$ cat config.mk
export PLATFORM = sky130hd
export DESIGN_NAME = rr_handshake_arbiter
export DESIGN_NICKNAME = d
export VERILOG_FILES = /design/src/rtl/rr_handshake_arbiter.sv
export SDC_FILE = /design/constraint.sdc
export NUM_CORES = 1
export LEC_CHECK = 0
export CAP_MARGIN = 0
export CORE_UTILIZATION = 51
export CTS_BUF_LIST = sky130_fd_sc_hd__clkbuf_16
export DETAILED_ROUTE_END_ITERATION = 12
export PLACE_DENSITY = 0.95
export SYNTH_ARGS = -nofsm -noshare
export SYNTH_HDL_FRONTEND = slang
export SYNTH_SLANG_ARGS = --single-unit
$ cat constraint.sdc
create_clock -name clk -period 7.6 [get_ports clk]
set_input_delay 1.52 -clock clk [delete_from_list [all_inputs] [get_ports clk]]
set_output_delay 1.52 -clock clk [all_outputs]
set_load 0.02 [all_outputs]
$ cat src/rtl/rr_handshake_arbiter.sv
// rr_handshake_arbiter: round-robin arbiter forwarding one requester's data per grant to a single sink
module rr_handshake_arbiter #(
  parameter int N_REQ   = 4,
  parameter int DW      = 8,
  parameter int TIMEOUT = 15
) (
  input  logic                       clk,
  input  logic                       rst_n,
  input  logic [N_REQ-1:0]           req,
  input  logic [N_REQ*DW-1:0]        data_in,
  output logic [N_REQ-1:0]           ack,
  output logic [DW-1:0]              data_out,
  output logic                       data_valid,
  input  logic                       sink_ready,
  output logic [$clog2(N_REQ)-1:0]   grant_id,
  output logic                       no_error
);
  localparam int IW = $clog2(N_REQ);
  typedef enum logic [1:0] {IDLE, GRANT, ACK} state_t;
  state_t          state_q, state_d;
  logic [IW-1:0]   ptr_q, ptr_d, grant_q, grant_d, off, win;
  logic [DW-1:0]   data_q, data_d;
  logic [7:0]      cnt_q, cnt_d;
  logic            noerr_q, noerr_d;
  logic [N_REQ-1:0] rot;
  logic [IW:0]     sum;
  logic            timeout;
  logic [DW-1:0]   din [N_REQ];
  for (genvar g = 0; g < N_REQ; g++) begin : g_unpack
    assign din[g] = data_in[g*DW +: DW];
  end
  // Rotate requests so bit 0 corresponds to the requester at ptr, then take the lowest set bit
  always_comb begin
    rot = N_REQ'({req, req} >> ptr_q);
    off = '0;
    for (int k = N_REQ-1; k >= 0; k--) if (rot[k]) off = IW'(k);
  end
  assign sum     = {1'b0, ptr_q} + {1'b0, off};
  assign win     = (sum >= (IW+1)'(N_REQ)) ? IW'(sum - (IW+1)'(N_REQ)) : IW'(sum);
  assign timeout = (cnt_q == 8'(TIMEOUT-1)) && !sink_ready;
  // State register
  always_ff @(posedge clk or negedge rst_n)
    if (!rst_n) state_q <= IDLE;
    else        state_q <= state_d;
  // Next-state: a stalled GRANT gives up after TIMEOUT cycles, a ready sink always wins
  always_comb begin
    state_d = (state_q == IDLE)  ? (|req ? GRANT : IDLE) :
              (state_q == GRANT) ? (sink_ready ? ACK : (timeout ? IDLE : GRANT)) :
                                   IDLE;
  end
  // Outputs decoded from state only
  always_comb begin
    data_valid = (state_q == GRANT);
    ack        = (state_q == ACK) ? ({{(N_REQ-1){1'b0}}, 1'b1} << grant_q) : '0;
  end
  // Datapath next-state: capture winner on selection, count stalls while granted
  always_comb begin
    ptr_d   = ptr_q;
    grant_d = grant_q;
    data_d  = data_q;
    cnt_d   = cnt_q;
    noerr_d = noerr_q;
    if (state_q == IDLE && |req) begin
      ptr_d   = (win == IW'(N_REQ-1)) ? '0 : win + 1'b1;
      grant_d = win;
      data_d  = din[win];
      cnt_d   = '0;
    end
    if (state_q == GRANT && !sink_ready) begin
      cnt_d   = cnt_q + 8'd1;
      noerr_d = noerr_q & ~timeout;
    end
  end
  // Datapath registers
  always_ff @(posedge clk or negedge rst_n)
    if (!rst_n) begin
      ptr_q   <= '0;
      grant_q <= '0;
      data_q  <= '0;
      cnt_q   <= '0;
      noerr_q <= 1'b1;
    end else begin
      ptr_q   <= ptr_d;
      grant_q <= grant_d;
      data_q  <= data_d;
      cnt_q   <= cnt_d;
      noerr_q <= noerr_d;
    end
  assign data_out = data_q;
  assign grant_id = grant_q;
  assign no_error = noerr_q;
endmodule

==> impl_results.md, run 1 <==
* Yosys cell types at 45
* Post-place instance area at 2392 sq um
* CP Max Fanout at 18
* Max Slew Vio Count at 0
* Pre-antenna DRT Iters at 6
* Initial antenna violation count at 0
* Setup Crit Path Kind: input port to register
* Critical path arrival at 4720 ps
* Largest net degree at the start of global routing at 25
* Routing usage on met1 at 32.55%
* Die width at 62.20 um
* First-pass GRT wire length at 8535 um
* Htree depth at 1
* Remaining DRCs at 0
* CP Capture Type: register
* Clk root buf: clkbuf_16
* Reg clk slew, reported paths at 60 ps
* Setup_tns at 0 ps
* Leakage at 0.9976 nW
* CTS tree: yes
* Ports at 55
* Initial core utilization at 54.10%
* Overall Power at 1.014 mW
* Crit path launch type: input port
* FP Rows at 21
* HPWL after DPL at 3574 um
* Met3 Use GR at 4.779%
* Tcrit/Tclk final at 60.15%
* Most common cell on crit path: o221ai_1
* Mean Syn Cell Area at 8.758 sq um
* Final setup fails at 0
* Total setup buffers inserted after CTS at 0
* # hold bufs at CTS at 0
* Fmax at 0.2188 GHz
* Fin area at 2472 sq um
* Placer Congestion at 0.8508
* Ys Warns at 0
* CP required at 7750 ps
* Max Clock Skew at 5.034 ps
* Mapped Cells at 211
* Synth Area in Compound Gates at 23.97%
* Total clock sinks at 23
* Status: completed
* Async SR Flop Fraction at 100.0%
* Register bit count reported by yosys at 23
* Layout cells sized above 1 at 5.426%
* Total global-route track usage at 27.89%
* Slew HR at 29.96%
* IO Port Bufs at 54
* Fill count at 271
* Vias per cell at 6.092
* Via Count at 1852
* Tmin final at 4571 ps
* Worst-Margin Slew at 1047 ps
* Most used DFF post-synth: dfrtp_1
* Adder-cell area share of the yosys netlist at 2.031%
* Worst skew pair latency at 270 ps
* Slowest CP cell: ha_1
* Largest family of logic cells by synthesized area: simple AND/OR/NAND/NOR gates
* Post-synthesis mux area share at 10.43%
* Cell Chain, Critical Path: clkdlybuf4s50_1 -> or2b_1 -> o221ai_1 -> o21ai_1 -> o221ai_1 -> ha_1 -> mux2_2 -> mux2i_1 -> o22ai_1 -> a211o_1
* Busiest grt layer: met2
* Synth area leaders: dfrtp_1 30%, mux2i_1 9.2%, o21ai_1 4.9%
* VDD IR-drop max at 225.8 uV
* Post_cts resized at 0
* Layout Area Growth over Synthesis at 33.78%
* Post-synthesis simple-gate area fraction at 24.64%
* Hold Crit Class: register to register
* Net count, final at 301
* Avg WL per Cell at 16.68 um
* Clk buf depth at 2
* Max Cap Viol at 0
* N_diodes at 0
* Post-Synth XOR/XNOR Area at 3.588%
* Hold Vio Cnt, Final at 0
* Synth top area share at 29.79%
* Register area share after synthesis at 31.21%
* WL final at 5071 um
* Vias in the first global route at 1801
* Gr ovfl total at 0
* Syn_nets at 253
* Num CTS Buffers at 3
* Delay of the slowest cell on the worst path at 910 ps
* Drt first-iter violations at 109
* Unrepaired setup endpoints after global routing: false
* Final ANT Viol Nets at 0
* Synthesized area at 1848 sq um
* Die height at 62.20 um
* Area of the core at 3416 sq um
* Die area at 3868 sq um
* Post-synth EDFFs at 0
* Met2 global-route usage at 48.76%
* Cell taking the most area after synthesis: dfrtp_1
* PD cells at 410.2 nW/um^2
-- cell usage after synthesis, types with 3 or more instances --
master / number
nand2_1: 23
dfrtp_1: 22
nor2_1: 21
o21ai_1: 18
mux2i_1: 17
a211oi_1: 9
nand3_1: 9
o21a_1: 8
a21oi_1: 7
o2111ai_1: 7
or4b_1: 7
clkbuf_1: 6
nand2b_1: 5
buf_2: 4
inv_1: 4
ha_1: 3
xnor2_1: 3
-- through the flow --
| step | std cells | utilization, % | hold slack (ps) | setup slack, ps |
|---|---|---|---|---|
| 6_report | 304 | 72.38 | 486.4 | 3029 |
| 3_3_place_gp | 300 | 70.04 | 467.8 | 3064 |
| 2_1_floorplan | 211 | - | 446.5 | 3902 |
| 5_1_grt | 304 | 72.38 | 498.8 | 2860 |
| 4_1_cts | 304 | 72.38 | 486.6 | 3040 |
| 3_5_place_dp | 300 | 70.04 | 476.6 | 2891 |
-- state kept, by name (all words and copies together) (netlist names) --
register / count
cnt_q: 8
data_out: 8
grant_id: 2
ptr_q: 2
state_q: 2
no_error: 1
-- worst paths after layout --
check	from	to	slack, ps	cells after the start
worst min-delay path	no_error	no_error	490	1
worst max register to register	ptr_q[1]	data_out[6]	4200	8
worst min register to register	no_error	no_error	490	1
max in group asynchronous	rst_n	data_out[3]	5140	1
worst max-delay path	req[3]	data_out[6]	3030	10
min in group asynchronous	rst_n	cnt_q[6]	1830	1
-- cell usage in the layout (no fill, tap or decap), types with 3 or more instances in the layout --
cell              n
a211oi_1          9
a21oi_1           7
clkbuf_16         3
clkdlybuf4s50_1  54
dfrtp_1          22
ha_1              3
inv_1             4
mux2i_1          17
nand2_1          23
nand2b_1          5
nand3_1           9
nor2_1           21
o2111ai_1         7
o21a_1            8
o21ai_1          18
or4b_1            7
xnor2_1           3
-- cells by family after synthesis --
group,after synthesis
compound gates,61
xor+xnor,6
fa+ha+maj,3
mux,19
flops,23
simple gates,83
buf+inv,16
-- worst max-delay path: cells and delay by family --
family | cells | cell delay [ps]
fa+ha+maj | 1 | 910
compound gates | 5 | 880
mux | 2 | 610
buf+inv | 1 | 560
simple gates | 1 | 240
-- report_power, final --
group	internal, mW	switching (mW)
sequential	0.166	0.0560
combinational	0.302	0.369
clock	0.0711	0.0493
-- routing by layer --
layer / wire length (um) / up-vias
li1: - / 883
met1: 2040 / 858
met2: 2605 / 98
met5: 0 / -
met4: 113 / 0
met3: 311 / 13
-- cell type report --
class / count / area (sq um) / area share (%)
multi-input combinational: 172 / 1195 / 48.33
tap: 46 / 57.56 / 2.328
sequential: 23 / 576.8 / 23.33
clock buffer: 3 / 75.07 / 3.036
clock inverter: 1 / 5.005 / 0.2024
timing repair buffer: 55 / 548.0 / 22.17
inverter: 4 / 15.01 / 0.6073
No activity file was read; power rests on OpenSTA's default activity.
==> run 2: changes to the inputs <==
--- a/config.mk
+++ b/config.mk
@@ -6,10 +6,10 @@
 export NUM_CORES = 1
 export LEC_CHECK = 0
 export CAP_MARGIN = 0
-export CORE_UTILIZATION = 51
+export CORE_UTILIZATION = 43
 export CTS_BUF_LIST = sky130_fd_sc_hd__clkbuf_16
 export DETAILED_ROUTE_END_ITERATION = 12
-export PLACE_DENSITY = 0.95
+export PLACE_DENSITY = 0.86
 export SYNTH_ARGS = -nofsm -noshare
 export SYNTH_HDL_FRONTEND = slang
 export SYNTH_SLANG_ARGS = --single-unit
==> constraint.sdc (replaced) <==
create_clock -name clk -period 4.1 [get_ports clk]
set_input_delay 0.82 -clock clk [delete_from_list [all_inputs] [get_ports clk]]
set_output_delay 0.82 -clock clk [all_outputs]
set_load 0.02 [all_outputs]
==> run 2 against run 1 <==
First-iteration DRC count decreased by 8.3%. Global-route usage decreased by 5.2 points. Wire length decreased by 3.7%. Die area increased by 18%. Worst hold slack got worse by 0.62 ps. Clock power increased by 79%. Combinational power increased by 94%. Sequential power increased by 73%. Critical path type unchanged.
==> impl_results.md, run 2 (synthesis results as in run 1) <==
* Ports at 55 (unchanged)
* IO Port Bufs at 54 (unchanged)
* Net count, final at 305 (+1.3%)
* Fmax at 0.2615 GHz
* Largest net degree at the start of global routing at 25 (unchanged)
* Overall Power at 1.895 mW (+87%)
* PD cells at 755.9 nW/um^2 (+84%)
* CTS tree: yes
* Sequential Area at 576.8 sq um (unchanged)
* Layout Area Growth over Synthesis at 35.68%
* Final setup fails at 0 (unchanged)
* Via Count at 1882 (+1.6%)
* Die height at 67.56 um (+8.6%)
* Setup_tns at 0 ps (unchanged)
* Pre-antenna DRT Iters at 5 (-1)
* Die width at 67.56 um (+8.6%)
* N_diodes at 0 (unchanged)
* First-pass GRT wire length at 7872 um (-7.8%)
* Critical path arrival at 3970 ps (-750 ps)
* Htree depth at 1 (unchanged)
* Fill count at 371 (+37%)
* Unrepaired setup endpoints after global routing: false
* CP required at 4250 ps (-3500 ps)
* Max Cap Viol at 0 (unchanged)
* WL final at 4885 um (-3.7%)
* Total global-route track usage at 22.74% (-5.2 points)
* Leakage at 1.017 nW (+1.9%)
* CP Max Fanout at 18 (unchanged)
* # hold bufs at CTS at 0 (unchanged)
* Post-place instance area at 2427 sq um (+1.5%)
* Num CTS Buffers at 3 (unchanged)
* Total setup buffers inserted after CTS at 0 (unchanged)
* Clk root buf: clkbuf_16
* Drt first-iter violations at 100 (-8.3%)
* Fin area at 2507 sq um (+1.4%)
* Met3 Use GR at 4.223% (-0.56 points)
* Max Slew Vio Count at 0 (unchanged)
* Vias per cell at 6.032 (-0.99%)
* Die area at 4564 sq um (+18%)
* Commonest non-fill, non-tap cell in the layout: clkdlybuf4s50_1
* HPWL after DPL at 3459 um (-3.2%)
* VDD IR-drop max at 336.6 uV (+49%)
* Worst skew pair latency at 260 ps (about the same)
* Clk buf depth at 2 (unchanged)
* Gr ovfl total at 0 (unchanged)
* Vias in the first global route at 1804 (+0.17%)
* Avg WL per Cell at 15.66 um (-6.1%)
* Routing usage on met1 at 28.26% (-4.3 points)
* Commonest non-fill, non-tap cells in the layout: 54 x clkdlybuf4s50_1, 23 x nand2_1, 22 x dfrtp_1
* Max Clock Skew at 3.291 ps (-1.743 ps)
* Hold Vio Cnt, Final at 0 (unchanged)
* Worst-Margin Slew at 1072 ps (+24.67 ps)
* Multi-input gate area at 1195 sq um (unchanged)
* Slew HR at 28.31% (-1.6 points)
* Remaining DRCs at 0 (unchanged)
* Initial core utilization at 45.54% (-8.6 points)
* Total clock sinks at 23 (unchanged)
* Post_cts resized at 0 (unchanged)
* Hold Crit Class: register to register
* FP Rows at 23 (+9.5%)
* Placer Congestion at 0.8415 (-1.1%)
* Reg clk slew, reported paths at 60 ps (about the same)
* Status: completed
* Tcrit/Tclk final at 93.28%
* Busiest grt layer: met2
* Initial antenna violation count at 0 (unchanged)
* WHS at 485.7 ps (-0.6170 ps)
* Met2 global-route usage at 37.25% (-12 points)
* CP Capture Type: register
* Crit path launch type: input port
* Setup Crit Path Kind: input port to register
* Final ANT Viol Nets at 0 (unchanged)
* Tmin final at 3824 ps
* Layout cells sized above 1 at 6.870% (+1.4 points)
* Layout Utilization at 61.79% (-11 points)
* Area of the core at 4058 sq um (+19%)
run 2: cell count changes in the layout (fill, tap and decap cells not counted), sizes merged:
cell,before,now
buf,1,5
run 2: per-stage QoR:
stage          setup slack [ps]  std cells
3_5_place_dp              66.62        308
2_1_floorplan              1102        211
6_report                  275.7        312
4_1_cts                   313.7        312
3_3_place_gp              284.5        308
5_1_grt                   165.9        312
run 2: layer usage:
metal	up-vias	share of wire, %
met2	102	47
met1	873	41
met5	-	0
li1	891	-
met4	0	2.8
met3	16	8.4
run 2: critical path: stages:
cell             delay, ps
clkdlybuf4s50_1        550
or2b_1                 220
o221ai_1               100
o21ai_1                100
o221ai_1               120
ha_1                   910
mux2_2                 460
mux2i_1                250
o22ai_1                130
a211o_1                300
run 2: final timing paths:
path | start | end | slack, ps | depth (start not counted)
hold / removal | no_error | no_error | 490 | 1
max in group asynchronous | rst_n | cnt_q[5] | 2310 | 1
setup reg to reg | ptr_q[0] | data_out[6] | 930 | 9
hold reg to reg | no_error | no_error | 490 | 1
min in group asynchronous | rst_n | cnt_q[4] | 1140 | 1
setup / recovery | req[3] | data_out[6] | 280 | 10
run 2: cell type report:
| class | instances | area share (%) |
|---|---|---|
| Multi-Input combinational cell | 172 | 47.65 |
| Timing Repair Buffer | 59 | 23.05 |
| Sequential cell | 23 | 23.00 |
| Clock buffer | 3 | 2.994 |
| Tap cell | 50 | 2.495 |
| Inverter | 4 | 0.5988 |
| Clock inverter | 1 | 0.1996 |
run 2: power by group:
group          switching, mW  leakage, nW  internal [mW]
combinational          0.713        0.684          0.583
clock                 0.0839       0.0409          0.131
sequential            0.0749        0.292          0.309
